[config.mk]
export PLATFORM = sky130hd
export DESIGN_NAME = avr_prefetch
export DESIGN_NICKNAME = d
export VERILOG_FILES = /design/src/rtl/avr_prefetch.sv
export SDC_FILE = /design/constraint.sdc
export NUM_CORES = 1
export LEC_CHECK = 0
export CAP_MARGIN = 20
export CORE_MARGIN = 3
export CORE_UTILIZATION = 45
export CTS_BUF_LIST = sky130_fd_sc_hd__clkbuf_2
export CTS_CLUSTER_DIAMETER = 150
export DETAILED_ROUTE_END_ITERATION = 10
export PLACE_DENSITY = 0.67
export SETUP_SLACK_MARGIN = 0.4
export SLEW_MARGIN = 5
export SYNTH_ARGS = -nofsm -noshare
export SYNTH_HDL_FRONTEND = slang
export SYNTH_SLANG_ARGS = --single-unit
export TNS_END_PERCENT = 10
[constraint.sdc]
create_clock -name i_clk -period 7.5 [get_ports i_clk]
set_clock_uncertainty 0.2 [all_clocks]
set_input_delay 1.125 -clock i_clk [delete_from_list [all_inputs] [get_ports i_clk]]
set_output_delay 1.125 -clock i_clk [all_outputs]
set_load 0.01 [all_outputs]
[src/rtl/avr_prefetch.sv]
// Instruction prefetch queue for an AVR-style core: fetches program words, queues them, flushes on redirect.
// Define AVR_PREFETCH_LONG_EN to decode 32-bit opcodes (JMP/CALL/LDS/STS) and pair their two words.
module avr_prefetch #(
  parameter int              PC_W      = 16,
  parameter int              DEPTH     = 4,
  parameter logic [PC_W-1:0] RESET_VEC = '0
) (
  input  logic                       i_clk,
  input  logic                       i_rst,
  output logic                       o_prog_req,
  output logic [PC_W-1:0]            o_prog_addr,
  input  logic                       i_prog_ack,
  input  logic                       i_prog_valid,
  input  logic [15:0]                i_prog_data,
  input  logic                       i_redirect,
  input  logic [PC_W-1:0]            i_redirect_pc,
  input  logic                       i_instr_ready,
  output logic                       o_instr_valid,
  output logic [15:0]                o_instr,
  output logic [15:0]                o_instr_hi,
  output logic                       o_instr_len,
  output logic [PC_W-1:0]            o_instr_pc,
  output logic [$clog2(DEPTH+1)-1:0] o_level
);

  localparam int AW = $clog2(DEPTH);
  localparam int LW = $clog2(DEPTH+1);

  typedef enum logic [1:0] {S_FETCH, S_FULL, S_FLUSH} state_t;

  state_t            r_state, w_state_n;
  logic              r_go;
  logic [PC_W-1:0]   r_pc, r_rpc;
  logic [LW-1:0]     r_out, r_drop, r_level;
  logic [AW-1:0]     r_rd, r_wr;
  logic [15:0]       r_data [DEPTH];
  logic [PC_W-1:0]   r_qpc  [DEPTH];

  logic [LW:0]       w_sum;
  logic              w_room, w_acc, w_vin, w_push, w_pop;
  logic              w_nonempty, w_len;
  logic [LW-1:0]     w_out_n, w_drop_n, w_popn;
  logic [AW-1:0]     w_rd_step;
  logic [15:0]       w_head;

  assign w_sum      = {1'b0, r_level} + {1'b0, r_out};
  assign w_room     = w_sum < (LW+1)'(DEPTH);
  assign o_prog_req = (r_state == S_FETCH) & r_go & w_room;
  assign o_prog_addr = r_pc;
  assign o_level    = r_level;

  assign w_acc   = o_prog_req & i_prog_ack;
  // Returns with nothing in flight are stale and never counted.
  assign w_vin   = i_prog_valid & (r_out != '0);
  assign w_out_n = r_out + LW'(w_acc) - LW'(w_vin);
  assign w_push  = w_vin & (r_state != S_FLUSH) & ~i_redirect;

  assign w_nonempty = r_level != '0;
  assign w_head     = r_data[r_rd];

`ifdef AVR_PREFETCH_LONG_EN
  logic [AW-1:0] w_rd1;
  logic          w_long;
  assign w_rd1  = r_rd + AW'(1);
  assign w_long = (w_head[15:9] == 7'b1001010 && w_head[3:2] == 2'b11) ||
                  (w_head[15:10] == 6'b100100 && w_head[3:0] == 4'b0000);
  assign w_len         = w_nonempty & w_long;
  assign o_instr_valid = w_nonempty & (~w_long | (r_level >= LW'(2)));
  assign o_instr_hi    = (o_instr_valid & w_long) ? r_data[w_rd1] : 16'h0000;
`else
  assign w_len         = 1'b0;
  assign o_instr_valid = w_nonempty;
  assign o_instr_hi    = 16'h0000;
`endif

  assign o_instr_len = w_len;
  assign o_instr     = w_nonempty ? w_head : 16'h0000;
  assign o_instr_pc  = w_nonempty ? r_qpc[r_rd] : r_pc;

  assign w_pop     = o_instr_valid & i_instr_ready & ~i_redirect;
  assign w_popn    = w_pop ? (w_len ? LW'(2) : LW'(1)) : '0;
  assign w_rd_step = w_len ? AW'(2) : AW'(1);

  always_comb begin
    w_drop_n = r_drop;
    if (r_state == S_FLUSH && w_vin && r_drop != '0)
      w_drop_n = r_drop - LW'(1);
  end

  always_comb begin
    w_state_n = r_state;
    unique case (r_state)
      S_FETCH: if (!w_room) w_state_n = S_FULL;
      S_FULL:  if (w_room)  w_state_n = S_FETCH;
      S_FLUSH: if (w_drop_n == '0) w_state_n = S_FETCH;
      default: w_state_n = S_FETCH;
    endcase
    // Every request still in flight at a redirect belongs to the old stream.
    if (i_redirect)
      w_state_n = (w_out_n != '0) ? S_FLUSH : S_FETCH;
  end

  always_ff @(posedge i_clk or posedge i_rst) begin
    if (i_rst) begin
      r_state <= S_FETCH;
      r_go    <= 1'b0;
      r_pc    <= RESET_VEC;
      r_rpc   <= RESET_VEC;
      r_out   <= '0;
      r_drop  <= '0;
      r_level <= '0;
      r_rd    <= '0;
      r_wr    <= '0;
    end else begin
      r_go    <= 1'b1;
      r_state <= w_state_n;
      r_out   <= w_out_n;
      if (i_redirect) begin
        r_pc    <= i_redirect_pc;
        r_rpc   <= i_redirect_pc;
        r_drop  <= w_out_n;
        r_level <= '0;
        r_rd    <= '0;
        r_wr    <= '0;
      end else begin
        r_drop <= w_drop_n;
        if (w_acc) r_pc <= r_pc + PC_W'(1);
        if (w_push) begin
          r_wr  <= r_wr + AW'(1);
          r_rpc <= r_rpc + PC_W'(1);
        end
        if (w_pop) r_rd <= r_rd + w_rd_step;
        r_level <= r_level + LW'(w_push) - w_popn;
      end
    end
  end

  always_ff @(posedge i_clk) begin
    if (w_push) begin
      r_data[r_wr] <= {i_prog_data[7:0], i_prog_data[15:8]};
      r_qpc[r_wr]  <= r_rpc;
    end
  end

endmodule
---- Yosys cells after proc, flatten, opt, wreduce, memory -nomap -nowiden ----
Memories as Yosys holds them, arrays and structs flattened.
Index checks and enable logic that the tools add are counted.
W data, S select, Z words.
storage, ports and cells
  output and inout port bits .............. 70
  ROM bits ................................ 0
  RAM bits ................................ 128
  word-level logic and storage cells ...... 71
  bits in latches ......................... 0
  memories kept ........................... 2
  register bits after elaboration ......... 48
  input bits .............................. 38
operators by class
  divide/modulo/power cells ............... 0
  reductions and logical operators ........ 12
  shift-type cells ........................ 0
  add/sub/neg operators ................... 10
  eq/ne operators ......................... 6
  $lt $le $gt $ge ......................... 1
  mux-type cells .......................... 22
  $mul .................................... 0
  bitwise gates (word level) .............. 9
memories
  memory  words  bits a word  read ports  clocked after Yosys merged registers in  wr ports  RTL line  source
  r_data  4      16           1           0                                        1         36        logic [15:0] r_data [DEPTH];
  r_qpc   4      16           1           0                                        1         37        logic [PC_W-1:0] r_qpc [DEPTH];
operators with widths
  operator                 number
  $mux W16                 6
  $add A16 B1 Y16 const B  2
  $mux W2                  9
  $reduce_bool A3 Y1       4
  $mux W3                  3
  $and A1 B1 Y1            8
  $add A3 B1 Y3            2
  $ne A3 B3 Y1 const B     2
  $pmux W2 S3              1
  $reduce_bool A2 Y1       3
  $sub A3 B1 Y3            2
  $add A2 B1 Y2 const B    2
  $add A3 B3 Y4            1
  $lt A4 B3 Y1 const B     1
  $logic_not A3 Y1         1
  $mux W1                  3
  $ne A3 B2 Y1 const B     1
  $reduce_and A3 Y1        1
  $sub A3 B1 Y3 const B    1
  $eq A2 B1 Y1 const B     1
  $eq A2 B2 Y1 const B     1
  $logic_and A1 B1 Y1      2
  $logic_not A2 Y1         1
  $ne A2 B2 Y1 const B     1
  $not A1 Y1               1

---- Logic depth before layout (Yosys ltp) ----
Gate-level depths: netlist of the first run.
  depth after elaboration ................. 9
  depth in mapped cells ................... 11
  mapped depth without buffers ............ 10

---- Worst setup path after synthesis of the first run ----
Ideal clock, no wire load.
  kind .................................... input to register
  start ................................... input port i_redirect
  end ..................................... register r_level[2], in the netlist o_level[2]
  arrival time ............................ 3.090 ns
  slack ................................... 4.078 ns
  stages .................................. 11
  required time ........................... 7.168 ns
  path buffers ............................ 3
  library setup time ...................... 0.132 ns
  cell sequence ........................... clkbuf_1 clkbuf_1 clkbuf_1 nor2_1 ha_1 inv_1 ha_1 inv_1 fa_1 xnor2_1 nor2_1
on the way
  longest elaborated chain between the ends .. 5
  elaborated cells between the ends (all ways) .. 7
  classes of those cells .................. add/sub (2); mux (2); bitwise (3)
RTL lines
  item                                             RTL line  source
  start: declaration                               15        input logic i_redirect,
  $not A1 Y1                                       56, 80
  $and A1 B1 Y1, on equally long branches          56, 80
  $add A3 B1 Y3 / $mux W1 (equally long branches)  133, 81
  $sub A3 B1 Y3                                    133       r_level <= r_level + LW'(w_push) - w_popn;
  $mux W3 *                                        118       if (i_redirect) begin
  end signal: assignment                           133
  end: declaration                                 34        logic [LW-1:0] r_out, r_drop, r_level;
Mark *: on every way between the ends. The rest lies on a longest branch, timed or not.
A chain may end at the register's enable or synchronous reset.

---- Final worst setup path of the first run ----
  start ................................... register r_rd[0]
  end ..................................... output port o_instr_pc[5]
on the way
  longest elaborated chain between the ends .. 2
RTL lines
  item                      RTL line  source
  start: declaration        35        logic [AW-1:0] r_rd, r_wr;
  start signal: assignment  132       if (w_pop) r_rd <= r_rd + w_rd_step;
  $mem_v2 Z4 W16            n/a
  $mux W16                  78        assign o_instr_pc = w_nonempty ? r_qpc[r_rd] : r_pc;
  end: declaration          22        output logic [PC_W-1:0] o_instr_pc,
Every way passes these cells.

==> key figures, run 1 <==
Setup path
  – FF-to-FF setup slack: 4280 ps
  – Crit path required time: 6170 ps
  – Crit path arrival time: 3270 ps
  – Crit start category: register
  – Crit end category: output port
  – CP max FO: 19
  – Crit path kind: reg2out
  – Worst Reg2Reg Path Length in Cells: 10

Global route
  – First-pass GRT wire length: 26.8 mm
  – GRT Total Usage: 17.7%
  – Largest net degree at the start of global routing: 49
  – Vias in the first global route: 4867
  – Initial antenna violation count: 0
  – Remaining Overflow, GRT: 0

Logic synthesis
  – Post-synthesis average cell area: 15.0 um2
  – Syn Inst Count: 532
  – Top_reg_cell synth: edfxtp_1
  – Synth unique cells: 50
  – Seq/Total Area, Yosys: 63.4%
  – Async SR Flop Fraction: 27.3%
  – Ys Warns: 0
  – Syn Std Cell Area: 7960 um2
  – Number of synthesized flops with an enable pin: 128
  – Synthesis-stage register bit count: 176

Timing
  – Setup Total Neg Slack: 0 ps
  – Final Hold Fails: 0
  – Final number of setup-violating endpoints: 0
  – Post-route minimum period: 4590 ps
  – RSZ-0062 raised after global routing: false
  – Pins Over Slew Limit: 0
  – Top achievable clock speed: 218 MHz
  – Final WS setup: 2910 ps
  – Final worst-path cycle share: 61.3%
  – Worst-Margin Slew: 936 ps
  – Worst relative slew slack: 37.6%

CTS
  – Root buffer cell: clkbuf_2
  – Hold_buf cts: 0
  – CTS Buf Count: 17
  – CTS tree: yes
  – Clock-pin slew of the registers on the worst-case setup and hold paths: 240 ps
  – H-tree Lvls: 4
  – Postcts setup bufs: 0
  – Clock latency on the worst-skew pair: 730 ps
  – CTS resizes: 0
  – Bufs on Longest Clock Path: 2
  – Sink Count: 176

Routing
  – Via/cell ratio: 5.51
  – DRT Pass-1 Iters: 5
  – WL/cell: 19.3 um
  – Post-route DRC violation count: 0
  – Via count: 4699
  – Antenna Nets Post-Route: 0
  – Total wire length: 16.5 mm
  – Drt initial violations: 340

Pwr
  – Maximum VDD drop: 168 uV
  – Power density over the cells: 305 nW/um2
  – Static Leakage: 3.21 nW

Die
  – Core ar.: 16900 um2
  – Row cnt: 47
  – Die Y-Extent: 139 um
  – Num ports: 108
  – Total Die Area: 19300 um2
  – Die Wd: 139 um
  – Initial core utilization: 47.0%

Finish
  – Fill cells: 1388
  – Final net count: 674
  – Layout area overhead: 16.3%
  – Antenna diodes: 0
  – Share of layout cells above drive strength 1: 15.8%

Placed design
  – Placer Congestion: 0.826
  – I/O Buffers: 90
  – Post-DP HPWL: 10.9 mm
  – Place WS: 3560 ps

Run
  – Max-Cap Viols: 0

Status
  – Run status: completed

Worst hold path
  – Worst hold stages: 1
  – Worst hold path class: reg2reg
==> worst max-delay path, cell delays in order (launching register included) <==
cell and delay, ps:
dfrtp_2 750, buf_4 460, mux4_2 560, mux2_2 280
clkdlybuf4s50_1 500
==> area by class of cell <==
cell class / instances / area (um2) / area share, %
sequential: 176 / 5050 / 54.5
clock buffer: 18 / 90.1 / 0.974
clock inverter: 14 / 165 / 1.78
tap: 220 / 275 / 2.97
timing repair buffer: 96 / 946 / 10.2
inverter: 14 / 52.6 / 0.568
multi-input combinational: 315 / 2680 / 28.9
==> metal layers <==
layer / global-route usage, % / part of all wire [%] / up-vias
met1: 24.8 / 45 / 2358
li1: - / - / 2183
met5: 0 / 0 / -
met2: 27.9 / 49 / 149
met4: 6.08 / 0.80 / 0
met3: 3.52 / 5.3 / 9
==> sequential cells by signal, indices dropped and copies added, names as in the netlist, 3 cells and up <==
name and flops:
r_data 64, r_qpc 64, o_prog_addr 16, r_rpc 16, o_level 3, r_drop 3
r_out 3
==> final timing paths <==
kind,from,endpoint
min in group asynchronous,i_rst,r_rpc[13]$_DFFE_PP0P_
worst min register to register,r_state[1]$_DFFE_PP0P_,r_state[0]$_DFFE_PP0P_
worst max-delay path,r_rd[0]$_DFFE_PP0P_,o_instr_pc[5]
worst min-delay path,r_state[1]$_DFFE_PP0P_,r_state[0]$_DFFE_PP0P_
max in group asynchronous,i_rst,r_rd[0]$_DFFE_PP0P_
worst max register to register,o_level[2]$_DFF_PP0_,r_state[1]$_DFFE_PP0P_
==> through the flow <==
| step | total power [mW] | utilization, % | cell area [um2] | hold WS, ps | cells |
|---|---|---|---|---|---|
| 3_3_place_gp | 2.33 | 53.1 | 9000 | 317 | 821 |
| 5_1_grt | 3.00 | 54.6 | 9250 | 378 | 853 |
| 2_1_floorplan | 1.92 | - | 8020 | 256 | 548 |
| 4_1_cts | 2.86 | 54.6 | 9250 | 330 | 853 |
| 3_5_place_dp | 2.36 | 53.1 | 9000 | 301 | 821 |
| 6_report | 2.82 | 54.6 | 9250 | 315 | 853 |
==> cell families after synthesis <==
family                   count (synthesis)  share of synthesized area, %
adder cells (fa/ha/maj)                 16                          2.71
AO/OA/AOI/OAI                           54                          4.40
AND/OR/NAND/NOR                        147                          10.4
multiplexers                            62                          13.2
flip-flops                             176                          63.4
buffers and inverters                   57                          3.74
XOR/XNOR                                18                          1.98
other                                    2                        0.0944
==> layout by cell type (no fill, tap or decap), types with 4 or more instances in the layout <==
cell	instances
ha_1	14
nor2_1	29
clkbuf_2	18
edfxtp_1	128
o21ai_0	15
mux2_2	21
mux4_2	32
a211oi_1	5
mux2i_1	6
buf_4	6
nand4_1	11
a21oi_1	11
or3_1	11
conb_1	18
nor4_1	7
dfrtp_1	47
nand3_1	14
nand2_1	20
and3_1	5
and2_2	4
xor2_1	7
nor3_1	4
and2_1	16
inv_1	12
xnor2_1	11
a31oi_1	10
and4_1	9
nand2b_1	5
clkdlybuf4s50_1	90
==> synthesized netlist by cell type (13+ instances only) <==
master	number	area, um2
and2_1	20	125
buf_4	18	135
clkbuf_1	16	60.1
dfrtp_1	48	1200
edfxtp_1	128	3840
ha_1	14	175
inv_1	13	48.8
mux2_2	21	236
mux4_2	32	721
nand2_1	20	75.1
nand3_1	14	70.1
nor2_1	29	109
o21ai_0	15	75.1
==> power by group <==
group | switching [mW] | internal [mW]
registers | 0.123 | 1.17
clock network | 0.319 | 0.187
logic | 0.468 | 0.560
total | 0.910 | 1.91
No activity file was read; power rests on OpenSTA's default activity.
==> run 2, diff against run 1 <==
Settings changed: PLACE_DENSITY 0.67 to 0.7.
Clock period 7.5 ns to 3.9 ns, I/O delays scaled along.
==> run 2 against run 1 <==
  * Core utilization grew 0.45 points
  * Routed wire length grew 1.8%
  * Total power grew 90%
  * Setup slack lost 2500 ps
  * Clock power grew 62%
  * Critical endpoint unchanged
==> key figures, run 2 (same netlist as run 1, synthesis figures left out) <==
Pwr
  – Total power: 5.36 mW
  – Power density over the cells: 574 nW/um2
  – Internal: 3.61 mW
  – Maximum VDD drop: 349 uV
  – Static Leakage: 3.25 nW
  – Sequential power share: 45.8%
  – NetSw: 1.74 mW
  – Share of total power in combinational logic: 38.9%
  – Clk pwr share: 15.3%
  – Sw frac: 32.5%

Die
  – Num ports: 108
  – Initial core utilization: 47.0%
  – Die Wd: 139 um
  – Die Y-Extent: 139 um
  – Row cnt: 47
  – Core ar.: 16900 um2
  – Total Die Area: 19300 um2

Global route
  – First-pass GRT wire length: 27.2 mm
  – Largest net degree at the start of global routing: 38
  – Initial antenna violation count: 2
  – Remaining Overflow, GRT: 0
  – GRT Total Usage: 17.9%
  – Vias in the first global route: 5036

Timing
  – Final number of setup-violating endpoints: 0
  – Top achievable clock speed: 286 MHz
  – RSZ-0062 raised after global routing: true
  – Final WS setup: 409 ps
  – Final worst-path cycle share: 89.5%
  – Setup Total Neg Slack: 0 ps
  – Final Hold Fails: 0
  – Worst-Margin Slew: 716 ps
  – Worst relative slew slack: 52.0%
  – Pins Over Slew Limit: 0
  – Post-route minimum period: 3490 ps

CTS
  – CTS tree: yes
  – Sink Count: 176
  – H-tree Lvls: 4
  – Clock-pin slew of the registers on the worst-case setup and hold paths: 220 ps
  – Bufs on Longest Clock Path: 2
  – Clock latency on the worst-skew pair: 700 ps
  – CTS Buf Count: 17
  – Root buffer cell: clkbuf_2

Setup path
  – Crit start category: register
  – Worst Reg2Reg Path Length in Cells: 10
  – Crit end category: output port
  – Crit path arrival time: 2710 ps
  – Crit path required time: 3120 ps
  – CP max FO: 16
  – Crit path kind: reg2out

Finish
  – Final core occ: 55.1%
  – Share of layout cells above drive strength 1: 17.0%
  – Finished Layout Cells: 862
  – Layout area overhead: 17.3%
  – Most common cell after layout, fill and taps aside: edfxtp_1
  – Most frequent cells in the layout: 128 x edfxtp_1, 90 x clkdlybuf4s50_1, 46 x dfrtp_1
  – Regs by FF count: r_data (64), r_qpc (64)
  – Fill cells: 1377
  – Final net count: 684

Routing
  – DRT Pass-1 Iters: 5
  – Antenna Nets Post-Route: 0
  – Post-route DRC violation count: 0
  – Total wire length: 16.8 mm
  – Via count: 4852
  – Drt initial violations: 405
  – WL/cell: 19.5 um
  – Via/cell ratio: 5.63

Placed design
  – Placed insts: 827
  – Post-DP HPWL: 11.4 mm
  – Placer Congestion: 0.881
  – I/O Buffers: 90
  – Place WS: 506 ps

Run
  – Max-Cap Viols: 0

Worst hold path
  – Worst hold path class: in2reg
  – Worst hold stages: 3

Status
  – Run status: completed
==> run 2: cell type report <==
cell class | count | area, um2 | share of cell area [%]
well taps | 220 | 275 | 2.95
clock buffers | 21 | 105 | 1.13
flip-flops and latches | 176 | 5050 | 54.1
multi-input cells | 315 | 2680 | 28.7
clock inverters | 9 | 87.6 | 0.939
inverters | 14 | 52.6 | 0.563
diodes | 1 | 2.50 | 0.0268
repair buffers | 106 | 1080 | 11.6
==> run 2: worst max-delay path: stages (launching register included) <==
cell             delay (ps)
dfrtp_2                 480
buf_12                  200
mux4_2                  540
mux2_2                  310
clkdlybuf4s50_1         480
==> run 2: metrics by stage <==
stage	area, um2	hold slack (ps)
3_3_place_gp	9070	336
5_1_grt	9330	176
3_5_place_dp	9070	329
4_1_cts	9320	182
6_report	9330	257
2_1_floorplan	8020	256
==> run 2: routing by layer <==
layer  routed length, um  track usage (%)
met1                7540             24.6
met2                8020             28.8
met3                 961             4.45
met4                 233             5.15
met5                  13                0
==> run 2: power groups by stage <==
stage | sequential, mW | clock, mW | combinational, mW
after global routing | 2.48 | 0.924 | 2.27
after detailed placement | 2.49 | 0 | 2.06
final | 2.45 | 0.818 | 2.08
after floorplan | 2.42 | 0 | 1.28
after global placement | 2.47 | 0 | 2.02
after CTS | 2.45 | 0.844 | 2.12
==> run 2: worst paths after layout <==
| path | endpoint | slack, ps | startpoint |
|---|---|---|---|
| worst max-delay path | o_instr_pc[5] | 410 | r_rd[0]$_DFFE_PP0P_ |
| worst min-delay path | r_rpc[10]$_DFFE_PP0P_ | 260 | i_redirect_pc[10] |
| worst max register to register | r_state[1]$_DFFE_PP0P_ | 670 | r_out[2]$_DFF_PP0_ |
| worst min register to register | r_state[0]$_DFFE_PP0P_ | 360 | r_state[1]$_DFFE_PP0P_ |
| max in group asynchronous | r_rpc[2]$_DFFE_PP0P_ | 2160 | i_rst |
| min in group asynchronous | o_prog_addr[11]$_DFFE_PP0P_ | 520 | i_rst |
==> run 2: what timing repair did <==
item	CTS	global route
hold buffers	1	0
resized for setup	9	0
setup endpoints to repair	32	21
setup buffers	2	1
cloned	0	0
endpoints found under the hold margin	18	0
